### src/rtl/instr_loader_pkg.sv
// Shared types and sizes for the boot-time instruction loader.
package instr_loader_pkg;

  typedef enum logic [2:0] {
    IDLE,
    LEN_HI,
    LEN_LO,
    DATA,
    CHK,
    DONE,
    ERR
  } state_e;

  localparam int unsigned LEN_BYTES      = 2;
  localparam int unsigned BYTES_PER_WORD = 4;
  localparam int unsigned LEN_W          = 8 * LEN_BYTES;
  localparam int unsigned WORD_W         = 8 * BYTES_PER_WORD;
  localparam int unsigned IDX_W          = $clog2(BYTES_PER_WORD);

endpackage

### src/rtl/instr_loader_byte_packer.sv
// byte_packer: shifts stream bytes into a big-endian word and pulses word_valid
// for one cycle after the last byte of each word has been accepted.
module byte_packer
  import instr_loader_pkg::*;
(
  input  logic              clk,
  input  logic              rst_n,
  input  logic              clear,
  input  logic              accept,
  input  logic [7:0]        data,
  output logic [WORD_W-1:0] word,
  output logic              word_valid,
  output logic [IDX_W-1:0]  idx
);

  localparam logic [IDX_W-1:0] LAST_IDX = IDX_W'(BYTES_PER_WORD - 1);

  // Shift register, byte index and completion pulse
  always_ff @(posedge clk) begin
    if (!rst_n || clear) begin
      word       <= '0;
      idx        <= '0;
      word_valid <= 1'b0;
    end else begin
      word_valid <= accept && (idx == LAST_IDX);
      if (accept) begin
        word <= {word[WORD_W-9:0], data};
        idx  <= idx + IDX_W'(1);
      end
    end
  end

endmodule

### src/rtl/instr_loader.sv
// instr_loader: boot-time program loader feeding the instruction-memory write port.
// Frame: LEN_HI, LEN_LO (word count N), 4*N data bytes, optional checksum byte.
// Optional feature: define LOADER_CHECKSUM_EN to require a trailing checksum byte.
module instr_loader
  import instr_loader_pkg::*;
#(
  parameter int unsigned MAX_WORDS = 256,
  parameter int unsigned BASE_ADDR = 0,
  parameter int unsigned ADDR_W    = 32
) (
  input  logic              clk,
  input  logic              rst_n,
  input  logic              load_req,
  input  logic              rx_valid,
  input  logic [7:0]        rx_data,
  output logic              rx_ready,
  output logic              imem_we,
  output logic [ADDR_W-1:0] imem_addr,
  output logic [31:0]       imem_wdata,
  output logic              cpu_start,
  output logic              busy,
  output logic              done,
  output logic              error,
  output logic [15:0]       words_loaded
);

`ifdef LOADER_CHECKSUM_EN
  localparam state_e FRAME_END = CHK;
`else
  localparam state_e FRAME_END = DONE;
`endif
  localparam logic [IDX_W-1:0] LAST_IDX = IDX_W'(BYTES_PER_WORD - 1);

  state_e            state_q, state_d;
  logic              accept_c, take_req_c, pack_accept_c, word_last_c;
  logic [7:0]        len_hi_q;
  logic [LEN_W-1:0]  len_q, len_c;
  logic [IDX_W-1:0]  idx;
`ifdef LOADER_CHECKSUM_EN
  logic [7:0]        sum_q;
`endif

  assign accept_c      = rx_valid & rx_ready;
  assign pack_accept_c = accept_c & (state_q == DATA);
  assign len_c         = {len_hi_q, rx_data};
  assign word_last_c   = (idx == LAST_IDX) && ((words_loaded + 16'd1) == len_q);

  // Next-state logic
  always_comb begin
    state_d    = state_q;
    take_req_c = 1'b0;
    case (state_q)
      IDLE, DONE, ERR: begin
        if (load_req) begin
          state_d    = LEN_HI;
          take_req_c = 1'b1;
        end
      end
      LEN_HI: if (accept_c) state_d = LEN_LO;
      LEN_LO: begin
        if (accept_c) begin
          if (32'(len_c) > MAX_WORDS) state_d = ERR;
          else if (len_c == '0)       state_d = FRAME_END;
          else                        state_d = DATA;
        end
      end
      DATA: if (accept_c && word_last_c) state_d = FRAME_END;
`ifdef LOADER_CHECKSUM_EN
      CHK: begin
        if (accept_c) state_d = (8'(sum_q + rx_data) == 8'd0) ? DONE : ERR;
      end
`else
      CHK: state_d = ERR;
`endif
      default: state_d = IDLE;
    endcase
  end

  // State register and registered status outputs
  always_ff @(posedge clk) begin
    if (!rst_n) begin
      state_q   <= IDLE;
      rx_ready  <= 1'b0;
      busy      <= 1'b0;
      done      <= 1'b0;
      error     <= 1'b0;
      cpu_start <= 1'b1;
    end else begin
      state_q   <= state_d;
      rx_ready  <= state_d inside {LEN_HI, LEN_LO, DATA, CHK};
      busy      <= state_d inside {LEN_HI, LEN_LO, DATA, CHK};
      done      <= (state_d == DONE);
      error     <= (state_d == ERR);
      cpu_start <= (state_d != DONE);
    end
  end

  // Header capture, write address and word counter
  always_ff @(posedge clk) begin
    if (!rst_n) begin
      len_hi_q     <= '0;
      len_q        <= '0;
      words_loaded <= '0;
      imem_addr    <= '0;
    end else if (take_req_c) begin
      len_q        <= '0;
      words_loaded <= '0;
    end else begin
      if (accept_c && state_q == LEN_HI) len_hi_q <= rx_data;
      if (accept_c && state_q == LEN_LO) len_q    <= len_c;
      if (pack_accept_c && idx == LAST_IDX) begin
        imem_addr    <= ADDR_W'(BASE_ADDR) + ADDR_W'(words_loaded) * ADDR_W'(BYTES_PER_WORD);
        words_loaded <= words_loaded + 16'd1;
      end
    end
  end

`ifdef LOADER_CHECKSUM_EN
  // Running mod-256 sum over header and data bytes
  always_ff @(posedge clk) begin
    if (!rst_n || take_req_c) begin
      sum_q <= '0;
    end else if (accept_c && state_q inside {LEN_HI, LEN_LO, DATA}) begin
      sum_q <= sum_q + rx_data;
    end
  end
`endif

  byte_packer u_packer (
    .clk        (clk),
    .rst_n      (rst_n),
    .clear      (take_req_c),
    .accept     (pack_accept_c),
    .data       (rx_data),
    .word       (imem_wdata),
    .word_valid (imem_we),
    .idx        (idx)
  );

endmodule

### config.mk
export PLATFORM = sky130hd
export DESIGN_NAME = instr_loader
export DESIGN_NICKNAME = d
export VERILOG_FILES = /design/src/rtl/instr_loader_pkg.sv /design/src/rtl/instr_loader_byte_packer.sv /design/src/rtl/instr_loader.sv
export SDC_FILE = /design/constraint.sdc
export NUM_CORES = 1
export LEC_CHECK = 0
export ABC_CLOCK_PERIOD_IN_PS = 6200
export BUFFER_PORTS_ARGS = -buffer_cell sky130_fd_sc_hd__buf_2
export CAP_MARGIN = 10
export CORE_UTILIZATION = 50
export DETAILED_ROUTE_END_ITERATION = 8
export HOLD_SLACK_MARGIN = 0.1
export PLACE_DENSITY = 0.83
export SETUP_SLACK_MARGIN = 0.4
export SLEW_MARGIN = 20
export SYNTH_ARGS = -nofsm -noshare
export SYNTH_HDL_FRONTEND = slang
export SYNTH_SLANG_ARGS = --single-unit
export TNS_END_PERCENT = 30
### constraint.sdc
create_clock -name clk -period 6.2 [get_ports clk]
set_clock_uncertainty 0.2 [all_clocks]
set_input_delay 0.62 -clock clk [delete_from_list [all_inputs] [get_ports clk]]
set_output_delay 0.62 -clock clk [all_outputs]
set_load 0.02 [all_outputs]
==> results.md <==
* Clock Latency Late Sink at 380 ps
* R2R Setup Slk at 3300 ps
* Post-route ant nets at 0
* Crit path max fanout at 8
* Maximum vdd ir drop at 0.000119 V
* Critical path arrival at 2970 ps
* Routed vias at 3630
* First-pass GRT wire length at 15300 um
* Synth unique cells at 50
* Via-per-instance ratio at 5.21
* Post-CTS sizing at 0
* CP endpoint kind: flop
* Worst-margin pin slew at 1080 ps
* Final Cycle Share at 46.8%
* Area of the mapped netlist at 4440 um^2
* Async SR Flop Fraction at 0%
* DR pass1 iterations at 4
* R2R Path Start: words_loaded[0]
* GRT Util Overall at 21.3%
* Setup Fix Bufs, Post-CTS at 0
* Initial core utilization at 51.4%
* Req. time, crit path at 6270 ps
* Layout cell share with drive strength beyond 1 at 19.0%
* Slew HR at 27.6%
* Synth top area cells: dfxtp_1 44%, nand2_1 10%, xnor2_1 5.7%
* Final slew viol count at 0
* Antenna violations before repair at 0
* Final number of setup-violating endpoints at 0
* Fin Setup TNS at 0 ps
* # IOs at 98
* Total detailed-routing wirelength at 9600 um
* Max_cap viols at 0
* Setup CP Type: reg -> reg
* CTS tree: done
* Fmax at 0.345 GHz
* Hold_sp: u_packer.word[30]
* Number of synthesized flops with an enable pin at 0
* Startpoint types: flop
* Outcome: finished clean
* Syn Inst Count at 526
* CTS max path bufs at 2
* Yosys warnings at 0
* Die W at 96.2 um
* DRC Markers at 0
* Total clock sinks at 98
* List of most frequent post-synthesis cells: 120 x nand2_1, 98 x dfxtp_1, 43 x nor2_1
* Most frequent cell after synthesis: nand2_1
* Power Density at 220 nW/um^2
* Leak at 1.92 nW
* Largest net degree at the start of global routing at 67
* Vias in the first global route at 3334
* Clock period minus worst slack at 2900 ps
* Root Buffer: clkbuf_8
* Hpwl dp at 6700 um
* Sequential share of the synthesized area at 44.2%
* R2r endpoint: busy
* Ant diodes at 0
* Syn-to-layout area delta at 12.6%
* Row count at 34
* Synth Area per Inst at 8.43 um^2
* Yosys reg bits at 98
* Share of the synthesized area in the top cell type at 44.2%
* Nets at 598
* CTS clk-pin slew, worst paths at 100 ps
* Hold WS at 263 ps
* Global route overflow at 0
* Iteration-0 DRC Markers at 182
* Gpl congestion at 0.854
* Tightest Hold Check Type: reg -> reg
* Core ar. at 8640 um^2
* # port buffers at 81
* Num CTS Buffers at 9
* Total die area at 9250 um^2
* H-tree lvl count at 3
* Yosys top cell by area: dfxtp_1
* Final Hold Viols at 0
* Worst R2R Path Depth at 8
* RSZ-0062 raised after global routing: false
* Source of the critical timing path: words_loaded[0]
* End point of the critical path: busy
* Top_reg_cell synth: dfxtp_1
* WL per Instance at 13.8 um
* Die height at 96.2 um
* CTS Hold Buffers Added at 0
## metal layers
layer	wire length (um)	vias to the layer above	GRT usage, %
met3	427	11	3.63
met2	4730	76	35.9
met4	121	0	9.95
li1	-	1821	-
met1	4320	1722	26.4
met5	0	-	0
## layout by cell type, fill, tap and decap left out, drive strengths merged, types with 2 or more instances in the layout
master,n
nor3,9
a21oi,38
and3,6
nand3,9
nand4,6
xnor2,29
nor2,43
ha,2
nand2b,4
nor4,7
buf,84
and2,4
xor2,10
nand3b,2
o311ai,2
mux2i,25
and4,2
inv,7
clkinv,5
o211a,2
nand2,121
dfxtp,98
conb,16
a21boi,17
o21ai,6
clkbuf,9
nor2b,13
## final cells by class
cell class / count / area (um^2)
fill: 787 / 3640
multi-input combinational: 386 / 2250
sequential: 98 / 1960
timing repair buffer: 84 / 428
tap: 108 / 135
clock buffer: 9 / 124
clock inverter: 7 / 81.3
inverter: 5 / 18.8
## power breakdown
group          total [mW]  leakage (nW)  internal [mW]  switching, mW
clock               0.405         0.103          0.160          0.244
sequential          0.637         0.790          0.632        0.00484
combinational      0.0556          1.03         0.0155         0.0401
## per-stage QoR
step / power [mW] / util [%] / instances / setup WS, ps / cell area [um^2]
floorplan: 0.699 / - / 541 / 3450 / 4490
global placement: 0.705 / 55.5 / 681 / 3320 / 4790
detailed placement: 0.707 / 55.5 / 681 / 3280 / 4790
CTS: 1.11 / 57.8 / 697 / 3320 / 4990
global route: 1.14 / 57.8 / 697 / 3110 / 4990
finish: 1.10 / 57.8 / 697 / 3300 / 4990
## cell families after synthesis
family / after synthesis / synth area share [%]
mux: 25 / 5.64
buf+inv: 57 / 6.82
compound gates: 73 / 10.7
flops: 98 / 44.2
xor+xnor: 39 / 7.87
fa+ha+maj: 2 / 0.564
other cells: 1 / 0.0845
simple gates: 231 / 24.1
## worst min path at each step
stage	to	cells after the start	slack [ps]
finish	u_packer.word[30]	2	260
global route	imem_addr[15]	2	280
CTS	u_packer.word[24]	2	270
detailed placement	u_packer.word[26]	2	250
global placement	u_packer.word[24]	2	240
floorplan	u_packer.idx[1]	2	240
## sequential cells by signal, summed over array words and instances (netlist names)
signal / count
imem_addr: 16
u_packer.idx: 2
cpu_start: 1
done: 1
error: 1
u_packer.word: 32
len_hi_q: 8
words_loaded: 16
len_q: 16
u_packer.word_valid: 1
busy: 1
state_q: 3
## worst max-delay path, stage by stage (launching register included)
cell,delay [ps]
dfxtp_1,540
ha_1,290
nand3_1,230
nor4_1,470
xnor2_1,180
nand2_1,100
a2111oi_4,340
a31oi_2,210
and3_1,240
No activity file was read; power rests on OpenSTA's default activity.
